$ cat src/rtl/pipe_unload_pkg.sv
// Shared definitions for the word unloader: FSM encoding and beat-counter sizing.
package pipe_unload_pkg;

  typedef enum logic {
    IDLE = 1'b0,
    SEND = 1'b1
  } state_t;

  // A single-word vector still needs a one-bit counter.
  function automatic int cnt_width(input int num);
    return (num < 1) ? 1 : $clog2(num + 1);
  endfunction

endpackage

$ cat src/rtl/pipe_unload_if.sv
// Vector-in / word-out stream bundle; slave side is the unloader, master side feeds and drains it.
interface pipe_unload_if #(
  parameter int NUM   = 3,
  parameter int WIDTH = 8
);

  logic                       in_valid;
  logic                       in_ready;
  logic [(NUM+1)*WIDTH-1:0]   in_data;
  logic                       out_valid;
  logic                       out_ready;
  logic [WIDTH-1:0]           out_data;
  logic                       out_last;

  modport slave (
    input  in_valid, in_data, out_ready,
    output in_ready, out_valid, out_data, out_last
  );

  modport master (
    output in_valid, in_data, out_ready,
    input  in_ready, out_valid, out_data, out_last
  );

endinterface

$ cat src/rtl/pipe_unload_cnt.sv
// Beat counter for the unloader: clear has priority over increment; term_o flags the final word.
module pipe_unload_cnt
  import pipe_unload_pkg::*;
#(
  parameter int NUM = 3,
  parameter int CW  = cnt_width(NUM)
) (
  input  logic clk,
  input  logic rstn,
  input  logic clr_i,
  input  logic inc_i,
  output logic term_o
);

  logic [CW-1:0] cnt_q, cnt_d;

  always_comb begin
    cnt_d = cnt_q;
    if (clr_i) begin
      cnt_d = '0;
    end else if (inc_i) begin
      cnt_d = cnt_q + CW'(1);
    end
  end

  always_ff @(posedge clk or negedge rstn) begin
    if (!rstn) begin
      cnt_q <= '0;
    end else begin
      cnt_q <= cnt_d;
    end
  end

  assign term_o = (cnt_q == CW'(NUM));

endmodule

$ cat src/rtl/pipe_unload.sv
// Parallel-to-serial unloader: takes NUM+1 packed words and streams them out oldest-first
// over a valid/ready handshake, with out_last on the top word.
module pipe_unload
  import pipe_unload_pkg::*;
#(
  parameter int NUM   = 3,
  parameter int WIDTH = 8
) (
  input  logic clk,
  input  logic rstn,
  input  logic flush,
  pipe_unload_if.slave bus
);

  localparam int TW = (NUM + 1) * WIDTH;

  state_t          state_q, state_d;
  logic [TW-1:0]   shreg_q, shreg_d;
  logic            last;
  logic            out_valid;
  logic            in_ready;
  logic            beat;
  logic            load;
  logic            cnt_clr;
  logic            cnt_inc;

  pipe_unload_cnt #(
    .NUM (NUM)
  ) u_cnt (
    .clk    (clk),
    .rstn   (rstn),
    .clr_i  (cnt_clr),
    .inc_i  (cnt_inc),
    .term_o (last)
  );

  // State register
  always_ff @(posedge clk or negedge rstn) begin
    if (!rstn) begin
      state_q <= IDLE;
    end else begin
      state_q <= state_d;
    end
  end

  // Next-state logic: flush beats load, load beats the return to IDLE on the last beat.
  always_comb begin
    state_d = state_q;
    if (flush) begin
      state_d = IDLE;
    end else if (load) begin
      state_d = SEND;
    end else if (beat && last) begin
      state_d = IDLE;
    end
  end

  // Output logic; in_ready opens on the last beat so a new vector follows with no bubble.
  always_comb begin
    out_valid = (state_q == SEND);
    in_ready  = ((state_q == IDLE) || (out_valid && bus.out_ready && last)) && !flush;
  end

  assign beat    = out_valid && bus.out_ready;
  assign load    = bus.in_valid && in_ready;
  assign cnt_clr = flush || load || (beat && last);
  assign cnt_inc = beat && !last;

  always_comb begin
    shreg_d = shreg_q;
    if (flush) begin
      shreg_d = '0;
    end else if (load) begin
      shreg_d = bus.in_data;
    end else if (beat && !last) begin
      shreg_d = shreg_q >> WIDTH;
    end
  end

  always_ff @(posedge clk or negedge rstn) begin
    if (!rstn) begin
      shreg_q <= '0;
    end else begin
      shreg_q <= shreg_d;
    end
  end

  assign bus.in_ready  = in_ready;
  assign bus.out_valid = out_valid;
  assign bus.out_data  = shreg_q[WIDTH-1:0];
  assign bus.out_last  = out_valid && last;

endmodule

$ cat src/flat_wrapper.sv
// flat-port wrapper written by rule: the top's interface ports become plain ports
module pipe_unload_flat import pipe_unload_pkg::*;
#(
  parameter int NUM   = 3,
  parameter int WIDTH = 8
)
  (clk, rstn, flush, bus_in_valid, bus_in_data, bus_out_ready, bus_in_ready, bus_out_valid, bus_out_data, bus_out_last);
  pipe_unload_if #(.NUM(NUM), .WIDTH(WIDTH)) bus_i ();
  input  logic clk;
  input  logic rstn;
  input  logic flush;
  input wire logic [$bits(bus_i.in_valid)-1:0] bus_in_valid;
  input wire logic [$bits(bus_i.in_data)-1:0] bus_in_data;
  input wire logic [$bits(bus_i.out_ready)-1:0] bus_out_ready;
  output wire logic [$bits(bus_i.in_ready)-1:0] bus_in_ready;
  output wire logic [$bits(bus_i.out_valid)-1:0] bus_out_valid;
  output wire logic [$bits(bus_i.out_data)-1:0] bus_out_data;
  output wire logic [$bits(bus_i.out_last)-1:0] bus_out_last;
  assign bus_i.in_valid = bus_in_valid;
  assign bus_i.in_data = bus_in_data;
  assign bus_i.out_ready = bus_out_ready;
  assign bus_in_ready = bus_i.in_ready;
  assign bus_out_valid = bus_i.out_valid;
  assign bus_out_data = bus_i.out_data;
  assign bus_out_last = bus_i.out_last;
  pipe_unload #(.NUM(NUM), .WIDTH(WIDTH)) u_core (.clk(clk), .rstn(rstn), .flush(flush), .bus(bus_i));
endmodule
$ cat config.mk
export PLATFORM = sky130hd
export DESIGN_NAME = pipe_unload_flat
export DESIGN_NICKNAME = d
export VERILOG_FILES = /design/src/rtl/pipe_unload_pkg.sv /design/src/rtl/pipe_unload_if.sv /design/src/rtl/pipe_unload_cnt.sv /design/src/rtl/pipe_unload.sv /design/src/flat_wrapper.sv
export SDC_FILE = /design/constraint.sdc
export NUM_CORES = 1
export LEC_CHECK = 0
export BUFFER_PORTS_ARGS = -buffer_cell sky130_fd_sc_hd__buf_2
export CAP_MARGIN = 15
export CORE_MARGIN = 2
export CORE_UTILIZATION = 41
export CTS_CLUSTER_DIAMETER = 150
export DETAILED_ROUTE_END_ITERATION = 10
export PLACE_DENSITY = 0.76
export SLEW_MARGIN = 10
export SYNTH_ARGS = -nofsm -noshare
export SYNTH_HDL_FRONTEND = slang
export SYNTH_HIERARCHICAL = 1
export SYNTH_SLANG_ARGS = --single-unit
$ cat constraint.sdc
create_clock -name clk -period 3.3 [get_ports clk]
set_input_delay 0.165 -clock clk [delete_from_list [all_inputs] [get_ports clk]]
set_output_delay 0.165 -clock clk [all_outputs]
set_load 0.02 [all_outputs]
Yosys cells after proc, flatten, opt, wreduce, memory -nomap -nowiden
Cells that the tools add are included.

Register bits: 35. Bits of input ports: 37. Output and inout port bits: 11. Word-level logic and storage cells: 28.

$add $sub $neg: 1. Eq/ne operators: 1. Mux-type cells: 8. Bitwise logic cells: 1. Reductions and logical operators: 14.

Operator list (number): two-way mux 32 bit (3); logical AND 1 bit (6); nonzero test 3 bit (2); two-way mux 2 bit (2); logical OR 1 bit (3); two-way mux 1 bit (3); adder 2 x 1 -> 2 bit (second input constant) (1); == test 2 bit (second input constant) (1); zero test 1 bit (2); nonzero test 2 bit (1); NOT 1 bit (1).

Depth between registers and ports, before layout
Gate-level depths: netlist (run 1).

Depth after elaboration: 8. Mapped depth: 7. Depth with buffers taken out: 4.

Modules after synthesis
Netlist (run 1), hierarchy kept.

By module, submodules not included: pipe_unload (instances 1, cells an instance 178, area an instance 1871.8 sq um); pipe_unload_cnt (instances 1, cells an instance 7, area an instance 88.8 sq um).

Worst setup path after synthesis (run 1)
OpenSTA, ideal clock, no wires.

Kind: reg2reg. Start: reg u_core.u_cnt.cnt_q[0]. End: reg u_core.shreg_q[10]. Arrival: 1.523 ns. Required time: 3.179 ns. Setup slack: 1.656 ns. Cell stages (with the launch flop): 7. Clock period less this slack: 1.644 ns. Cell sequence: dfrtp_1 > ha_1 > a21bo_1 > buf_6 > a211o_4 > buf_6 > a2bb2oi_1.

Longest elaborated chain between the ends: 7. Elaborated cells between the ends (all ways): 10. Those cells by class: 1 x eq/ne; 2 x mux; 7 x reduce/logical.

RTL lines: start: declaration (line pipe_unload_cnt.sv:15) `logic [CW-1:0] cnt_q, cnt_d;`; start signal: assignment (line pipe_unload_cnt.sv:30) `cnt_q <= cnt_d;`; == test 2 bit * (line pipe_unload_cnt.sv:34) `assign term_o = (cnt_q == CW'(NUM));`; via u_core.last (line pipe_unload.sv:19) `logic last;`; logical AND 1 bit (line pipe_unload.sv:61) `in_ready = ((state_q == IDLE) || (out_valid && bus.out_ready && last)) && !flush;`; logical OR 1 bit (line pipe_unload.sv:61); logical AND 1 bit (line pipe_unload.sv:61); logical AND 1 bit (line pipe_unload.sv:65) `assign load = bus.in_valid && in_ready;`; two-way mux 32 bit (line pipe_unload.sv:73) `end else if (load) begin`; two-way mux 32 bit (line pipe_unload.sv:71) `if (flush) begin`; end signal: assignment (line pipe_unload.sv:84) `shreg_q <= shreg_d;`; end: declaration (line pipe_unload.sv:18) `logic [TW-1:0] shreg_q, shreg_d;`.

The timed path passes the listed nets; every way through them passes the cells marked *. A chain may end at the register's enable or synchronous reset.

Worst setup path after layout (run 1)
Start: reg u_core.u_cnt.cnt_q[0]. End: reg u_core.shreg_q[3].

The elaborated chain is that of the path after synthesis.

==> results.txt, run 1 <==
GRT Total Usage: 0.200
post-synth cell types: 33
FMAX: 0.467 GHz
die area: 5350 µm²
worst hold path type: in -> reg
Final Critical Period: 2.14 ns
Worst-Margin Slew: 0.785 ns
# DRC: 0
Total Wirelength: 4870 µm
r2r worst-path depth: 5
deepest clock path buffer count: 2
slowest CP cell: a21bo_1
vias per cell: 6.21
Worst Hold Launch: bus_in_data[27]
fin crit share: 0.648
Worst Path Required: 3.47 ns
Non-Filler Instances: 267
Die H: 73.2 µm
Max Cap Violations: 0
most common cell after layout, fill and taps aside: buf_2
TritonCTS buffer count: 5
H-Tree Depth: 2
most frequent cells in the layout: buf_2 (47), dfrtp_1 (35), nand3_1 (24)
Worst setup EP type: register
global-route wire length before repair: 8160 µm
core area: 4660 µm²
Syn Inst Count: 185
Hold Path Sink: u_core/shreg_q[27]
Inst Count DP: 259
drt first-iter violations: 232
TNS Setup: 0 ns
CTS root buffer: clkbuf_8
DRT Pass-1 Iters: 4
# setup viols final: 0
synthesized area per cell: 10.6 µm²
synthesis warning total: 6
GP Congestion: 0.744
Fin. Hold Viols: 0
# IOs: 48
Hold Slack: 0.0925 ns
RSZ-0062 raised after global routing: false
Vias: 1,657
Diodes inserted: 0
Clock transition at path regs: 0.07 ns
DP Worst Slack: 1.21 ns
CTS tree: built
pins over their slew limit: 0
Die X: 73.2 µm
port buffer count: 47
startpoint types: register
pwr dens: 457 nW/µm²
GRT Residual Overflow: 0
pin count of the biggest net entering global routing: 36
RR Endpoint: u_core/shreg_q[3]
Antenna Nets Post-Route: 0
Initial Utilization: 0.421
Largest stage delay, worst path: 0.47 ns
syn_nets: 223
Crit path arrival time: 2.31 ns
Cell Rows: 25
clk_lat worst skew: 0.30 ns
Syn Std Cell Area: 1960 µm²
Synth area leader: dfrtp_1
Rel. slew slack: 0.477
Area Overhead vs Synth: 12.3%
DR WL/cell: 18.3 µm
Worst R2R Start: u_core/u_cnt/cnt_q[0]
CP Class: reg -> reg
layout cell share with drive strength beyond 1: 0.310
Final #Nets: 251
worst-path cell chain: ha_1 -> a21bo_1 -> buf_4 -> a2111oi_0 -> a31oi_1
outcome: finished, final reports clean
setup slack, reg-to-reg: 1.16 ns
Worst Skew: 0.00756 ns
Peak VDD IR: 0.000141 V
critical path peak fanout: 24
Final Worst Setup Slack: 1.16 ns
Power Total: 1010 µW
Seq cells post-synth: 35
postcts setup bufs: 0
cell depth of the worst hold path: 2
clk sinks: 35
Yosys top cell area share: 0.447
leakage power: 0.000944 µW
sequential fraction of the synthesis area: 0.447
Area contributors post-synth: dfrtp_1 (45%), nand3_1 (6.1%), a2111oi_0 (4.9%)
number of global-route vias before repair: 1,676
initial antenna violation count: 0
detailed placer's ending HPWL: 3200 µm
## timing repair
item                      CTS  global route
hold buffers                1             0
resized for setup           0             0
hold endpoints to repair   35             0
## critical path: cells and delay by family, from the launching register on
family                   cells  cell delay [ns]
AO/OA/AOI/OAI                3             1.02
flip-flops                   1             0.39
buffers and inverters        1             0.35
adder cells (fa/ha/maj)      1             0.25
## metrics by stage
step           utilization  cell area [µm²]
6_report             0.472             2200
5_1_grt              0.472             2200
4_1_cts              0.472             2200
3_5_place_dp         0.451             2100
3_3_place_gp         0.451             2100
2_1_floorplan            -             1960
## cell type report
class / count / area [µm²]
clock buffers: 6 / 82.6
clock inverters: 1 / 5.00
fillers: 451 / 2460
inverters: 10 / 37.5
multi-input cells: 109 / 857
flip-flops and latches: 35 / 876
well taps: 54 / 67.6
repair buffers: 52 / 275
## cell families after synthesis
logic type      after synthesis  share of synthesized area
compound gates               73                      0.330
simple gates                 33                     0.0913
fa+ha+maj                     1                    0.00638
flops                        35                      0.447
buf+inv                      41                      0.116
mux                           1                    0.00511
xor+xnor                      1                    0.00447
## where the power goes
group / switching [µW] / internal (µW) / total [µW]
logic: 121 / 77.1 / 198
registers: 21.0 / 468 / 489
clock network: 155 / 164 / 319
## synth_stat cells (all sizes together)
master	instances
and2	1
a21bo	1
a211oi	1
a31oi	11
xnor2	1
nand3	24
o211ai	11
a21boi	1
mux2i	1
nor2b	1
a22o	8
dfrtp	35
buf	23
ha	1
nor3	1
inv	9
clkinv	1
a2111oi	11
a2bb2oi	5
and3b	1
o2111ai	8
clkbuf	8
o221ai	8
and2b	1
or2b	1
a211o	1
a21oi	1
nor2	3
a221o	6
## layer usage
layer	GRT usage	vias to the layer above	wire length [µm]	share of wire
met3	0.0511	5	315	0.065
met1	0.271	800	2130	0.44
met2	0.300	74	2350	0.48
met4	0.0885	0	83	0.017
li1	-	778	-	-
met5	0	-	0	0
## registers in the layout, indices dropped and copies added (netlist names)
name                  count
u_core/shreg_q           32
u_core/u_cnt/cnt_q        2
u_core/bus.out_valid      1
## how the worst max path moves through the flow
| stage | start | endpoint | cells past startpoint | slack [ns] |
|---|---|---|---|---|
| floorplan | u_core/u_cnt/cnt_q[0] | u_core/shreg_q[10] | 6 | 1.66 |
| detailed placement | bus_in_valid | u_core/shreg_q[14] | 5 | 1.21 |
| CTS | u_core/u_cnt/cnt_q[0] | u_core/shreg_q[3] | 5 | 1.21 |
| finish | u_core/u_cnt/cnt_q[0] | u_core/shreg_q[3] | 5 | 1.16 |
| global route | u_core/u_cnt/cnt_q[0] | u_core/shreg_q[4] | 5 | 1.03 |
| global placement | bus_in_valid | u_core/shreg_q[15] | 5 | 1.28 |
Note: power is estimated with default switching activity, not from simulation.
==> run 2: changes to the inputs <==
clock period = 2 ns   (was 3.3 ns; I/O delays follow)
==> run 2 against run 1 <==
- critical path type unchanged
- count of clock-buffer cells in the layout is 1 higher
- sequential cell count stayed put
- sequential share of layout area is 0.86 points lower
- critical endpoint is now u_core/shreg_q[4]
- fmax is 14% higher
==> results.txt, run 2 (synthesis results as in run 1) <==
outcome: finished, final reports clean
# DRC: 0 (unchanged)
layout cell share with drive strength beyond 1: 0.330 (+0.0205)
Worst R2R Start: u_core/u_cnt/cnt_q[0]
Rel. slew slack: 0.474 (-0.00274)
CP Buf/Inv Count: 1 (unchanged)
global-route wire length before repair: 8110 µm (-0.67%)
Diodes inserted: 0 (unchanged)
Final Critical Period: 1.88 ns (-0.256 ns)
drt first-iter violations: 178 (-23%)
Antenna Nets Post-Route: 0 (unchanged)
Worst setup EP type: register
RR Endpoint: u_core/shreg_q[4]
Non-Filler Instances: 275 (+3.0%)
Clock transition at path regs: 0.07 ns (about the same)
clk sinks: 35 (unchanged)
detailed placer's ending HPWL: 3360 µm (+5.1%)
WP depth: 5 (unchanged)
critical path peak fanout: 11 (-54%)
CTS root buffer: clkbuf_8
DRT Pass-1 Iters: 4 (unchanged)
setup slack, reg-to-reg: 0.12 ns (-1.04 ns)
Final Worst Setup Slack: 0.117 ns (-1.04 ns)
final non-filler cell area: 2250 µm² (+2.2%)
Crit path arrival time: 2.03 ns (-0.28 ns)
CTS tree: built
Die H: 73.2 µm (unchanged)
# IOs: 48 (unchanged)
port buffer count: 47 (unchanged)
core area: 4660 µm² (unchanged)
GRT Residual Overflow: 0 (unchanged)
number of global-route vias before repair: 1,608 (-4.1%)
Inst Count DP: 266 (+2.7%)
worst hold path type: in -> reg
Die X: 73.2 µm (unchanged)
crit-path leading delay family: compound AO/OA/AOI/OAI gates
slowest CP cell: a2111oi_0
CP Class: reg -> reg
Peak VDD IR: 0.000377 V (+170%)
Area Overhead vs Synth: 14.7%
Largest register FFs: 32 (unchanged)
Initial Utilization: 0.421 (unchanged)
GRT Total Usage: 0.199 (-0.00116)
vias per cell: 6.15 (-0.92%)
# setup viols final: 0 (unchanged)
placed cell areas: 2160 µm² (+2.5%)
Worst Hold Launch: bus_in_data[26]
fin crit share: 0.941 (+0.293)
Worst-Margin Slew: 0.789 ns (+0.00410 ns)
RSZ-0062 raised after global routing: false
r2r worst-path depth: 5 (unchanged)
postcts setup bufs: 0 (unchanged)
Max Cap Violations: 0 (unchanged)
most common cell after layout, fill and taps aside: buf_2
TNS Setup: 0 ns (unchanged)
die area: 5350 µm² (unchanged)
Fin. Hold Viols: 0 (unchanged)
most frequent cells in the layout: buf_2 (47), dfrtp_1 (35), nand3_1 (24)
H-Tree Depth: 2 (unchanged)
leakage power: 0.000971 µW (+2.9%)
clk_lat worst skew: 0.29 ns (about the same)
DP Worst Slack: 0.100 ns (-1.11 ns)
Cell Rows: 25 (unchanged)
pins over their slew limit: 0 (unchanged)
FMAX: 0.531 GHz (+14%)
deepest clock path buffer count: 2 (unchanged)
TritonCTS buffer count: 5 (unchanged)
startpoint types: register
# fillers: 453 (+0.44%)
Final #Nets: 258 (+2.8%)
pwr dens: 731 nW/µm² (+60%)
worst-path cell chain: ha_1 -> and3b_2 -> buf_4 -> a2111oi_0 -> a31oi_1
DR WL/cell: 17.7 µm (-2.9%)
Worst Path Required: 2.15 ns (-1.32 ns)
Worst Skew: 0.0113 ns (+0.00370 ns)
Vias: 1,691 (+2.1%)
initial antenna violation count: 0 (unchanged)
pin count of the biggest net entering global routing: 36 (unchanged)
cell depth of the worst hold path: 2 (unchanged)
Hold Path Sink: u_core/shreg_q[26]
Largest stage delay, worst path: 0.49 ns (+0.02 ns)
GP Congestion: 0.786 (+5.6%)
Total Wirelength: 4870 µm (unchanged)
Top reg by flops: u_core/shreg_q
[run 2: cell count changes in the layout (fill, tap and decap cells not counted)]
cell,before,now
a21bo_1,1,0
buf_4,4,11
a2111oi_1,0,2
a21bo_2,0,1
a2111oi_0,11,9
clkbuf_1,0,2
clkbuf_8,6,5
[run 2: per-stage QoR]
step,total power (µW),hold WS (ns),utilization
2_1_floorplan,1070,-0.196,-
3_3_place_gp,1150,0.219,0.463
3_5_place_dp,1160,0.231,0.463
4_1_cts,1660,0.0230,0.482
5_1_grt,1730,0.0239,0.483
6_report,1640,0.0324,0.483
[run 2: what timing repair did]
| item | 4_1_cts | 5_1_grt |
|---|---|---|
| endpoints found under the hold margin | 35 | 0 |
| hold buffers | 1 | 0 |
| resized for setup | 0 | 3 |
| setup endpoints to repair | 0 | 6 |
[run 2: how the worst max path moves through the flow]
| stage | slack, ns | endpoint | startpoint |
|---|---|---|---|
| floorplan | 0.36 | u_core/shreg_q[10] | u_core/u_cnt/cnt_q[0] |
| global placement | 0.20 | u_core/shreg_q[2] | u_core/u_cnt/cnt_q[0] |
| global route | 0.01 | u_core/shreg_q[1] | u_core/u_cnt/cnt_q[0] |
| detailed placement | 0.10 | u_core/shreg_q[23] | u_core/u_cnt/cnt_q[0] |
| finish | 0.12 | u_core/shreg_q[4] | u_core/u_cnt/cnt_q[0] |
| CTS | 0.08 | u_core/shreg_q[23] | u_core/u_cnt/cnt_q[0] |
[run 2: power by group]
| part | switching, µW | internal [µW] |
|---|---|---|
| logic | 202 | 138 |
| clock network | 250 | 244 |
| registers | 37.0 | 772 |
[run 2: per-layer routing]
| metal | global-route usage | vias up | share of wire |
|---|---|---|---|
| met3 | 0.0387 | 7 | 0.053 |
| met1 | 0.271 | 823 | 0.45 |
| met2 | 0.315 | 66 | 0.49 |
| met4 | 0.0679 | 0 | 0.0092 |
| met5 | 0 | - | 0 |
| li1 | - | 795 | - |
[run 2: area by class of cell]
class                   instances  area [µm²]  area share
flip-flops and latches         35         876       0.389
well taps                      54        67.6      0.0300
repair buffers                 59         328       0.146
multi-input cells             109         860       0.382
clock buffers                   7        76.3      0.0339
clock inverters                 1        5.00     0.00222
inverters                      10        37.5      0.0167
[run 2: worst register-to-register path, cell delays in order, from the launching register on]
cell,delay [ns]
dfrtp_1,0.37
ha_1,0.24
and3b_2,0.33
buf_4,0.22
a2111oi_0,0.49
a31oi_1,0.09
==> run 3: changes to the inputs <==
CORE_ASPECT_RATIO = 1.1   (was unset)
==> run 3 against run 2 <==
- utilization grew 0.65 points
- power increased by 3.5%
- critical path depth unchanged
- via count is 1.1% lower
- non-clock buffer count decreased by 2
- setup slack improved by 0.070 ns
- critical path type is now reg -> out
- largest power group unchanged
==> results.txt, run 3 (synthesis results as in run 1) <==
Worst Path Required: 1.90 ns (-0.25 ns)
NetSw: 481 µW (-1.8%)
Antenna Nets Post-Route: 0 (unchanged)
worst-path cell chain: ha_1 -> a21boi_1 -> buf_4 -> nor2_1 -> buf_2
pins over their slew limit: 0 (unchanged)
critical path peak fanout: 12 (+1)
Initial Utilization: 0.424 (+0.00376)
number of global-route vias before repair: 1,606 (-0.12%)
Max Cap Violations: 0 (unchanged)
crit-path leading delay family: buffers and inverters
Clock transition at path regs: 0.07 ns (about the same)
final non-filler cell area: 2260 µm² (+0.44%)
setup slack, reg-to-reg: 0.21 ns (+0.09 ns)
# setup viols final: 0 (unchanged)
Final Critical Period: 1.81 ns (-0.0695 ns)
GRT Residual Overflow: 0 (unchanged)
clock power share: 0.328 (+0.027)
GP Congestion: 0.770 (-2.1%)
most frequent cells in the layout: buf_2 (47), dfrtp_1 (35), nand3_1 (24)
Inst Count DP: 266 (unchanged)
Rel. slew slack: 0.476 (+0.00194)
Peak VDD IR: 0.000468 V (+24%)
Diodes inserted: 0 (unchanged)
CTS tree: built
Worst Skew: 0.00665 ns (-0.00461 ns)
leakage power: 0.000975 µW (+0.37%)
DR WL/cell: 17.2 µm (-2.9%)
Total Wirelength: 4730 µm (-2.9%)
outcome: finished, final reports clean
Non-Filler Instances: 275 (unchanged)
vias per cell: 6.08 (-1.1%)
Area Overhead vs Synth: 15.3%
Int Power: 1220 µW (+5.8%)
Die X: 69.9 µm (-4.4%)
Worst Hold Launch: bus_in_data[24]
Flop pwr share: 0.474 (-0.018)
pwr dens: 753 nW/µm² (+3.1%)
Fin. Hold Viols: 0 (unchanged)
Final #Nets: 256 (-0.78%)
postcts setup bufs: 0 (unchanged)
clk_lat worst skew: 0.28 ns (about the same)
RR Endpoint: u_core/shreg_q[2]
cell depth of the worst hold path: 2 (unchanged)
# IOs: 48 (unchanged)
Vias: 1,672 (-1.1%)
Worst R2R Start: u_core/u_cnt/cnt_q[0]
global-route wire length before repair: 8060 µm (-0.59%)
Gate power share: 0.198 (-0.009)
fin util: 0.489 (+0.00648)
DRT Pass-1 Iters: 4 (unchanged)
drt first-iter violations: 90 (-49%)
Largest stage delay, worst path: 0.40 ns (-0.09 ns)
Worst setup EP type: primary output
clk sinks: 35 (unchanged)
detailed placer's ending HPWL: 3200 µm (-4.9%)
CP Buf/Inv Count: 2 (+1)
CP Class: reg -> out
port buffer count: 47 (unchanged)
Largest register FFs: 32 (unchanged)
fin crit share: 0.907 (-0.0348)
# DRC: 0 (unchanged)
switch share: 0.282 (-0.0153)
CTS root buffer: clkbuf_8
Crit path arrival time: 1.71 ns (-0.32 ns)
pin count of the biggest net entering global routing: 36 (unchanged)
TNS Setup: 0 ns (unchanged)
GRT Total Usage: 0.186 (-0.0128)
placed cell areas: 2140 µm² (-0.58%)
RSZ-0062 raised after global routing: false
Die H: 76.5 µm (+4.6%)
slowest CP cell: dfrtp_1
most common cell after layout, fill and taps aside: buf_2
core area: 4620 µm² (-0.89%)
TritonCTS buffer count: 5 (unchanged)
deepest clock path buffer count: 2 (unchanged)
Hold Path Sink: u_core/shreg_q[24]
Cell Rows: 26 (+4.0%)
layout cell share with drive strength beyond 1: 0.324 (-0.00612)
H-Tree Depth: 2 (unchanged)
initial antenna violation count: 0 (unchanged)
worst hold path type: in -> reg
FMAX: 0.551 GHz (+3.8%)
die area: 5350 µm² (about the same)
startpoint types: register
Worst-Margin Slew: 0.786 ns (-0.00292 ns)
r2r worst-path depth: 5 (unchanged)
Top reg by flops: u_core/shreg_q
==> run 3: area by class of cell <==
class | instances | area, µm²
clock buffer | 8 | 100
fill | 449 | 2360
inverter | 10 | 37.5
multi-input combinational | 109 | 863
sequential | 35 | 876
tap | 56 | 70.1
timing repair buffer | 57 | 313
==> run 3: power groups by stage <==
| stage | logic (µW) | registers [µW] | clock network, µW |
|---|---|---|---|
| 3_3_place_gp | 327 | 818 | 0 |
| 6_report | 336 | 807 | 559 |
| 5_1_grt | 370 | 815 | 606 |
| 4_1_cts | 337 | 807 | 570 |
| 2_1_floorplan | 256 | 811 | 0 |
| 3_5_place_dp | 333 | 820 | 0 |
==> run 3: how the worst max path moves through the flow <==
stage,startpoint,endpoint,depth (start not counted)
2_1_floorplan,u_core/u_cnt/cnt_q[0],u_core/shreg_q[10],6
5_1_grt,u_core/u_cnt/cnt_q[0],u_core/shreg_q[6],5
6_report,u_core/u_cnt/cnt_q[0],bus_in_ready,5
4_1_cts,u_core/u_cnt/cnt_q[0],bus_in_ready,5
3_5_place_dp,u_core/u_cnt/cnt_q[0],u_core/shreg_q[13],4
3_3_place_gp,u_core/u_cnt/cnt_q[0],u_core/shreg_q[15],4
==> run 3: what timing repair did <==
action / 4_1_cts / 5_1_grt
hold buffers: 1 / 0
gates resized for setup: 1 / 0
hold endpoints to repair: 35 / 0
setup endpoints to repair: 1 / 0
==> run 3: metrics by stage <==
stage / hold WS (ns) / power [µW] / worst slack (ns)
after global routing: 0.0247 / 1790 / 0.0957
after detailed placement: 0.220 / 1150 / 0.0193
after CTS: 0.0257 / 1710 / 0.203
after global placement: 0.215 / 1140 / 0.137
after floorplan: -0.196 / 1070 / 0.356
final: 0.0338 / 1700 / 0.187
==> run 3: layer usage <==
| layer | wire length [µm] | vias up | GRT usage | part of all wire |
|---|---|---|---|---|
| li1 | - | 789 | - | - |
| met1 | 2040 | 825 | 0.251 | 0.43 |
| met2 | 2360 | 56 | 0.298 | 0.50 |
| met3 | 303 | 2 | 0.0476 | 0.064 |
| met4 | 22 | 0 | 0.0462 | 0.0047 |
| met5 | 0 | - | 0 | 0 |
